==> config.mk <==
export PLATFORM = sky130hd
export DESIGN_NAME = if_fetch_unit
export DESIGN_NICKNAME = d
export VERILOG_FILES = /design/src/rtl/if_fetch_unit.sv
export SDC_FILE = /design/constraint.sdc
export NUM_CORES = 1
export LEC_CHECK = 0
export ABC_AREA = 1
export CAP_MARGIN = 15
export CORE_ASPECT_RATIO = 0.6
export CORE_MARGIN = 1
export CORE_UTILIZATION = 47
export CTS_BUF_LIST = sky130_fd_sc_hd__clkbuf_16
export DETAILED_ROUTE_END_ITERATION = 8
export PLACE_DENSITY = 0.75
export SLEW_MARGIN = 20
export SYNTH_ARGS = -nofsm -noshare
export SYNTH_HDL_FRONTEND = slang
export SYNTH_SLANG_ARGS = --single-unit
==> constraint.sdc <==
create_clock -name clk -period 4.85 [get_ports clk]
set_clock_uncertainty 0.15 [all_clocks]
set_input_delay 1.455 -clock clk [delete_from_list [all_inputs] [get_ports clk]]
set_output_delay 1.455 -clock clk [all_outputs]
set_load 0.02 [all_outputs]
==> src/rtl/if_fetch_unit.sv <==
`default_nettype none
// ============================================================================
// Module   : if_fetch_unit
// Purpose  : Instruction-fetch stage of a 5-stage MIPS pipeline. Holds the PC,
//            issues single-outstanding requests to a handshaked instruction
//            memory, and drives the IF/ID pipeline register. A 1-entry skid
//            buffer absorbs a response that lands while the pipe is frozen.
//            Branch redirects from EX take priority over everything.
// Ports    : clk, rst             - clock, synchronous active-high reset
//            freeze               - hazard stall, IF/ID and PC hold
//            branch_taken/_address- redirect from EX (address bits [1:0] ignored)
//            imem_req/_addr       - request valid / word-aligned address
//            imem_ready           - memory accepts the request this cycle
//            imem_rvalid/_rdata   - single-cycle response
//            if_id_pc             - fetched PC + 4
//            if_id_instruction    - fetched instruction, zero for a bubble
//            if_id_valid          - IF/ID holds a real instruction
//            perf_fetched/_bubbles/_discards - only with FETCH_PERF_CNT_EN
// Options  : FETCH_PERF_CNT_EN adds three saturating 32-bit event counters.
// Revision : 1.0 - initial release
// ============================================================================
module if_fetch_unit #(
  parameter int                  PC_WIDTH    = 32,
  parameter int                  INSTR_WIDTH = 32,
  parameter logic [PC_WIDTH-1:0] RESET_PC    = '0
) (
  input  logic                   clk,
  input  logic                   rst,
  input  logic                   freeze,
  input  logic                   branch_taken,
  input  logic [PC_WIDTH-1:0]    branch_address,
  output logic                   imem_req,
  output logic [PC_WIDTH-1:0]    imem_addr,
  input  logic                   imem_ready,
  input  logic                   imem_rvalid,
  input  logic [INSTR_WIDTH-1:0] imem_rdata,
  output logic [PC_WIDTH-1:0]    if_id_pc,
  output logic [INSTR_WIDTH-1:0] if_id_instruction,
`ifdef FETCH_PERF_CNT_EN
  output logic [31:0]            perf_fetched,
  output logic [31:0]            perf_bubbles,
  output logic [31:0]            perf_discards,
`endif
  output logic                   if_id_valid
);

  localparam logic [PC_WIDTH-1:0] c_RESET_PC = {RESET_PC[PC_WIDTH-1:2], 2'b00};
  localparam logic [PC_WIDTH-1:0] c_PC_STEP  = PC_WIDTH'(4);

  // Skid occupancy is implied by S_HOLD: the buffer is full exactly there.
  typedef enum logic [1:0] {
    S_REQ  = 2'd0,
    S_WAIT = 2'd1,
    S_HOLD = 2'd2
  } state_t;

  state_t                 r_state;
  state_t                 w_state_nxt;
  logic [PC_WIDTH-1:0]    r_pc;
  logic [PC_WIDTH-1:0]    w_pc_nxt;
  logic [PC_WIDTH-1:0]    r_inflight_pc;
  logic [PC_WIDTH-1:0]    w_inflight_nxt;
  logic                   r_discard;
  logic                   w_discard_nxt;
  logic [INSTR_WIDTH-1:0] r_skid_instr;
  logic [INSTR_WIDTH-1:0] w_skid_nxt;

  logic [PC_WIDTH-1:0]    r_if_id_pc;
  logic [INSTR_WIDTH-1:0] r_if_id_instr;
  logic                   r_if_id_valid;

  logic                   w_deliver;
  logic [PC_WIDTH-1:0]    w_deliver_pc;
  logic [INSTR_WIDTH-1:0] w_deliver_instr;

  logic [PC_WIDTH-1:0]    w_branch_pc;
  logic [PC_WIDTH-1:0]    w_seq_pc;
  logic                   w_unused_addr_bits;

  assign w_branch_pc        = {branch_address[PC_WIDTH-1:2], 2'b00};
  assign w_seq_pc           = r_inflight_pc + c_PC_STEP;
  assign w_unused_addr_bits = ^branch_address[1:0];

  assign imem_req  = (r_state == S_REQ);
  assign imem_addr = r_pc;

  // --------------------------------------------------------------------------
  // Next-state / datapath decode
  // --------------------------------------------------------------------------
  always_comb begin
    w_state_nxt     = r_state;
    w_pc_nxt        = r_pc;
    w_inflight_nxt  = r_inflight_pc;
    w_discard_nxt   = r_discard;
    w_skid_nxt      = r_skid_instr;
    w_deliver       = 1'b0;
    w_deliver_pc    = r_pc;
    w_deliver_instr = r_skid_instr;

    if (branch_taken) begin
      w_pc_nxt = w_branch_pc;
      unique case (r_state)
        S_REQ: begin
          // A request accepted in the redirect cycle is for the wrong path;
          // wait out its response and throw it away.
          if (imem_ready) begin
            w_inflight_nxt = r_pc;
            w_discard_nxt  = 1'b1;
            w_state_nxt    = S_WAIT;
          end
        end
        S_WAIT: begin
          if (imem_rvalid) begin
            w_discard_nxt = 1'b0;
            w_state_nxt   = S_REQ;
          end else begin
            w_discard_nxt = 1'b1;
          end
        end
        default: begin
          // Leaving HOLD empties the skid buffer.
          w_state_nxt = S_REQ;
        end
      endcase
    end else begin
      unique case (r_state)
        S_REQ: begin
          if (imem_ready) begin
            w_inflight_nxt = r_pc;
            w_state_nxt    = S_WAIT;
          end
        end
        S_WAIT: begin
          if (imem_rvalid) begin
            if (r_discard) begin
              w_discard_nxt = 1'b0;
              w_state_nxt   = S_REQ;
            end else if (!freeze) begin
              w_deliver       = 1'b1;
              w_deliver_pc    = w_seq_pc;
              w_deliver_instr = imem_rdata;
              w_pc_nxt        = w_seq_pc;
              w_state_nxt     = S_REQ;
            end else begin
              w_skid_nxt  = imem_rdata;
              w_pc_nxt    = w_seq_pc;
              w_state_nxt = S_HOLD;
            end
          end
        end
        S_HOLD: begin
          // r_pc already advanced to inflight_pc + 4 when the skid filled.
          if (!freeze) begin
            w_deliver       = 1'b1;
            w_deliver_pc    = r_pc;
            w_deliver_instr = r_skid_instr;
            w_state_nxt     = S_REQ;
          end
        end
        default: begin
          w_state_nxt = S_REQ;
        end
      endcase
    end
  end

  // --------------------------------------------------------------------------
  // State register
  // --------------------------------------------------------------------------
  always_ff @(posedge clk) begin
    if (rst) begin
      r_state       <= S_REQ;
      r_pc          <= c_RESET_PC;
      r_inflight_pc <= '0;
      r_discard     <= 1'b0;
      r_skid_instr  <= '0;
    end else begin
      r_state       <= w_state_nxt;
      r_pc          <= w_pc_nxt;
      r_inflight_pc <= w_inflight_nxt;
      r_discard     <= w_discard_nxt;
      r_skid_instr  <= w_skid_nxt;
    end
  end

  // --------------------------------------------------------------------------
  // IF/ID pipeline register. A bubble keeps the previous pc.
  // --------------------------------------------------------------------------
  always_ff @(posedge clk) begin
    if (rst) begin
      r_if_id_pc    <= '0;
      r_if_id_instr <= '0;
      r_if_id_valid <= 1'b0;
    end else if (branch_taken || !freeze) begin
      if (w_deliver) begin
        r_if_id_pc    <= w_deliver_pc;
        r_if_id_instr <= w_deliver_instr;
        r_if_id_valid <= 1'b1;
      end else begin
        r_if_id_instr <= '0;
        r_if_id_valid <= 1'b0;
      end
    end
  end

  assign if_id_pc          = r_if_id_pc;
  assign if_id_instruction = r_if_id_instr;
  assign if_id_valid       = r_if_id_valid;

`ifdef FETCH_PERF_CNT_EN
  // --------------------------------------------------------------------------
  // Saturating event counters
  // --------------------------------------------------------------------------
  logic        w_bubble_load;
  logic        w_drop;
  logic [31:0] r_perf_fetched;
  logic [31:0] r_perf_bubbles;
  logic [31:0] r_perf_discards;

  // w_deliver is never set in a redirect cycle, so the two loads are exclusive.
  assign w_bubble_load = branch_taken || (!freeze && !w_deliver);
  assign w_drop        = (r_state == S_WAIT) && imem_rvalid && (r_discard || branch_taken);

  always_ff @(posedge clk) begin
    if (rst) begin
      r_perf_fetched  <= '0;
      r_perf_bubbles  <= '0;
      r_perf_discards <= '0;
    end else begin
      if (w_deliver && (r_perf_fetched != 32'hFFFF_FFFF)) begin
        r_perf_fetched <= r_perf_fetched + 32'd1;
      end
      if (w_bubble_load && (r_perf_bubbles != 32'hFFFF_FFFF)) begin
        r_perf_bubbles <= r_perf_bubbles + 32'd1;
      end
      if (w_drop && (r_perf_discards != 32'hFFFF_FFFF)) begin
        r_perf_discards <= r_perf_discards + 32'd1;
      end
    end
  end

  assign perf_fetched  = r_perf_fetched;
  assign perf_bubbles  = r_perf_bubbles;
  assign perf_discards = r_perf_discards;
`endif

endmodule
`default_nettype wire

==> flow_metrics.py <==
metrics = {
    "floorplan": {
        "die_area_sq_um": 16700,
        "rows": 35,
        "die_h_um": 101,
        "core_area_sq_um": 15600,
        "pin_count": 168,
        "start_util": 0.488,
        "die_x_um": 166,
    },
    "yosys": {
        "yosysWarnings": 0,
        "ys_types": 31,
        "synth_top_area_frac": 0.431,
        "yosys_register_bits": 164,
        "synth_top_cell_by_area": "dfxtp_1",
        "synth_area_per_cell_sq_um": 6.87,
        "synth_area_sq_um": 7610,
        "synth-seq-area-share": 0.431,
        "postSynthCellCount": 1108,
        "syn_nets": 1182,
        "yosys-top-cells-area": "dfxtp_1, nand2_1, a21oi_1",
    },
    "grt": {
        "grt_antenna_before_repair": 0,
        "grt_max_degree": 96,
        "grt_pass1_vias": 6984,
        "globalRoute.totalOverflow": 0,
        "grt_util_all_layers": 0.274,
        "grt_pass1_wl_um": 36400,
    },
    "sta": {
        "final-hold-violation-count": 0,
        "slew_headroom": 0.290,
        "rsz0062_at_grt": "no",
        "fmax_mhz": 292,
        "worst_pin_slew_ns": 1.06,
        "holdWs_ns": 0.311,
        "finalSetupViolations": 0,
        "slew_violations": 0,
        "period_minus_slack_ns": 3.42,
        "finalCritPeriodShare": 0.706,
        "final.setup.tns_ns": 0,
    },
    "clock_network": {
        "hold_buffers": 0,
        "cts_tree": "done",
        "cts_sinks": 164,
        "h-tree-depth": 4,
        "cts_resized": 0,
        "clock_path_buffers": 2,
        "cts_made_buffers": 17,
        "clk_pin_slew_ns": 0.06,
        "clockRootBuffer": "clkbuf_16",
        "post_cts_buffers": 0,
        "clk_latency_ns": 0.42,
    },
    "detailed_routing": {
        "first_pass_iters": 9,
        "drc_errors": 10,
        "finalWirelength_um": 22600,
        "vias": 7635,
        "viasPerCell": 5.25,
        "wire_per_inst_um": 15.5,
        "drt_iter0_drc": 688,
        "ant_nets": 0,
    },
    "setup_path": {
        "r2r_cells": 10,
        "cp.required_ns": 4.98,
        "rr_endpoint": "if_id_pc[3]$_SDFFE_PP0P_",
        "cp.arrival_ns": 3.55,
        "cp_max_fo": 35,
        "path_class": "input pin to flip-flop",
        "end_kind": "flip-flop",
        "worstSetupStartpoint": "freeze",
        "start_kind": "input pin",
        "rrSetupSlack_ns": 2.46,
        "r2r_start": "r_state[1]$_SDFFE_PP0P_",
    },
    "place": {
        "dp_hpwl_um": 14800,
        "gp_congestion": 0.910,
        "numPortBuffers": 165,
    },
    "cells_and_area": {
        "nFillCells": 1390,
        "area_growth_pct": 29.1,
        "antennaDiodeCount": 0,
        "layout-drive-gt1-share": 0.0456,
        "layout_commonest_cell": "nand2_1",
        "fin_nets": 1311,
        "layout_common_cells": "nand2_1, dfxtp_1, clkdlybuf4s50_1",
    },
    "run": {
        "max_cap_viol_count": 0,
    },
    "power": {
        "power_leakage_nw": 3.75,
        "ir_worst_vdd_uv": 176,
        "powerDensity_nw_per_um2": 309,
    },
    "run_status": {
        "violations": "design-rule violations",
        "status": "complete, but fails checks",
    },
    "hold_path": {
        "holdPathStages": 2,
        "hp-start": "r_skid_instr[8]$_SDFFE_PP0P_",
        "hold_class": "flip-flop to flip-flop",
        "hold_end": "r_skid_instr[8]$_SDFFE_PP0P_",
    },
}
[Yosys cell counts (all sizes together)]
cell    count
a22oi       1
xor2       10
nand4       2
ha          4
o21bai      2
nand3      56
inv        98
nor2       95
nand2     324
o22ai       1
xnor2       5
or2         1
o211ai     34
o21ai      72
clkbuf     37
a21oi     155
clkinv      1
dfxtp     164
and2        1
buf        33
a31oi       9
nand3b      3
[routing by layer]
metal | share of wire | wire [um] | vias up | global-route usage
li1 | - | - | 3842 | -
met3 | 0.090 | 2030 | 10 | 0.0675
met1 | 0.51 | 11600 | 3469 | 0.412
met5 | 0 | 0 | - | 0
met2 | 0.39 | 8910 | 314 | 0.390
met4 | 0.0041 | 92 | 0 | 0.0598
[logic make-up (layout without fill, tap and decap cells)]
group	after synthesis	count (layout)	share of synthesized area
simple gates	482	482	0.256
compound gates	274	274	0.194
fa+ha+maj	4	4	0.00657
buf+inv	169	311	0.0948
flops	164	164	0.431
xor+xnor	15	15	0.0173
[worst max-delay path, stage by stage]
cell             delay (ns)
clkdlybuf4s50_1        0.52
buf_4                  0.40
nor2_4                 0.08
buf_4                  0.24
inv_2                  0.52
nand2_1                0.11
o21ai_1                0.12
a21oi_1                0.09
[metrics by stage]
stage | cells | cell area [sq um] | power, mW | util | worst slack (ns)
final | 1453 | 9830 | 3.04 | 0.630 | 1.43
after global routing | 1453 | 9830 | 3.16 | 0.630 | 1.21
after CTS | 1453 | 9830 | 3.05 | 0.630 | 1.47
after detailed placement | 1421 | 9300 | 1.82 | 0.596 | 1.04
after global placement | 1421 | 9300 | 1.82 | 0.596 | 1.08
after floorplan | 1108 | 7610 | 1.67 | - | 2.14
[registers in the layout (all words and copies together) (netlist names)]
name               flops
r_skid_instr          32
if_id_instruction     32
r_discard              1
r_state                2
imem_addr             32
if_id_valid            1
r_inflight_pc         32
if_id_pc              32
[worst max path at each step]
stage,endpoint,slack (ns),cells past startpoint
2_1_floorplan,if_id_pc[26]$_SDFFE_PP0P_,2.14,8
3_3_place_gp,if_id_pc[4]$_SDFFE_PP0P_,1.08,8
3_5_place_dp,if_id_pc[4]$_SDFFE_PP0P_,1.04,8
4_1_cts,if_id_pc[4]$_SDFFE_PP0P_,1.47,8
5_1_grt,if_id_pc[5]$_SDFFE_PP0P_,1.21,9
6_report,if_id_pc[4]$_SDFFE_PP0P_,1.43,8
[where the power goes]
part | total (mW) | internal, mW | switching [mW]
sequential | 1.45 | 1.40 | 0.0519
combinational | 0.355 | 0.146 | 0.209
clock | 1.24 | 0.658 | 0.578
[area by class of cell]
class / count / area (sq um) / area share
Timing Repair Buffer: 180 / 1770 / 0.181
Tap cell: 203 / 254 / 0.0258
Clock buffer: 17 / 425 / 0.0433
Multi-Input combinational cell: 775 / 3610 / 0.368
Clock inverter: 15 / 106 / 0.0108
Inverter: 99 / 372 / 0.0378
Sequential cell: 164 / 3280 / 0.334
Note: power is estimated with default switching activity, not from simulation.
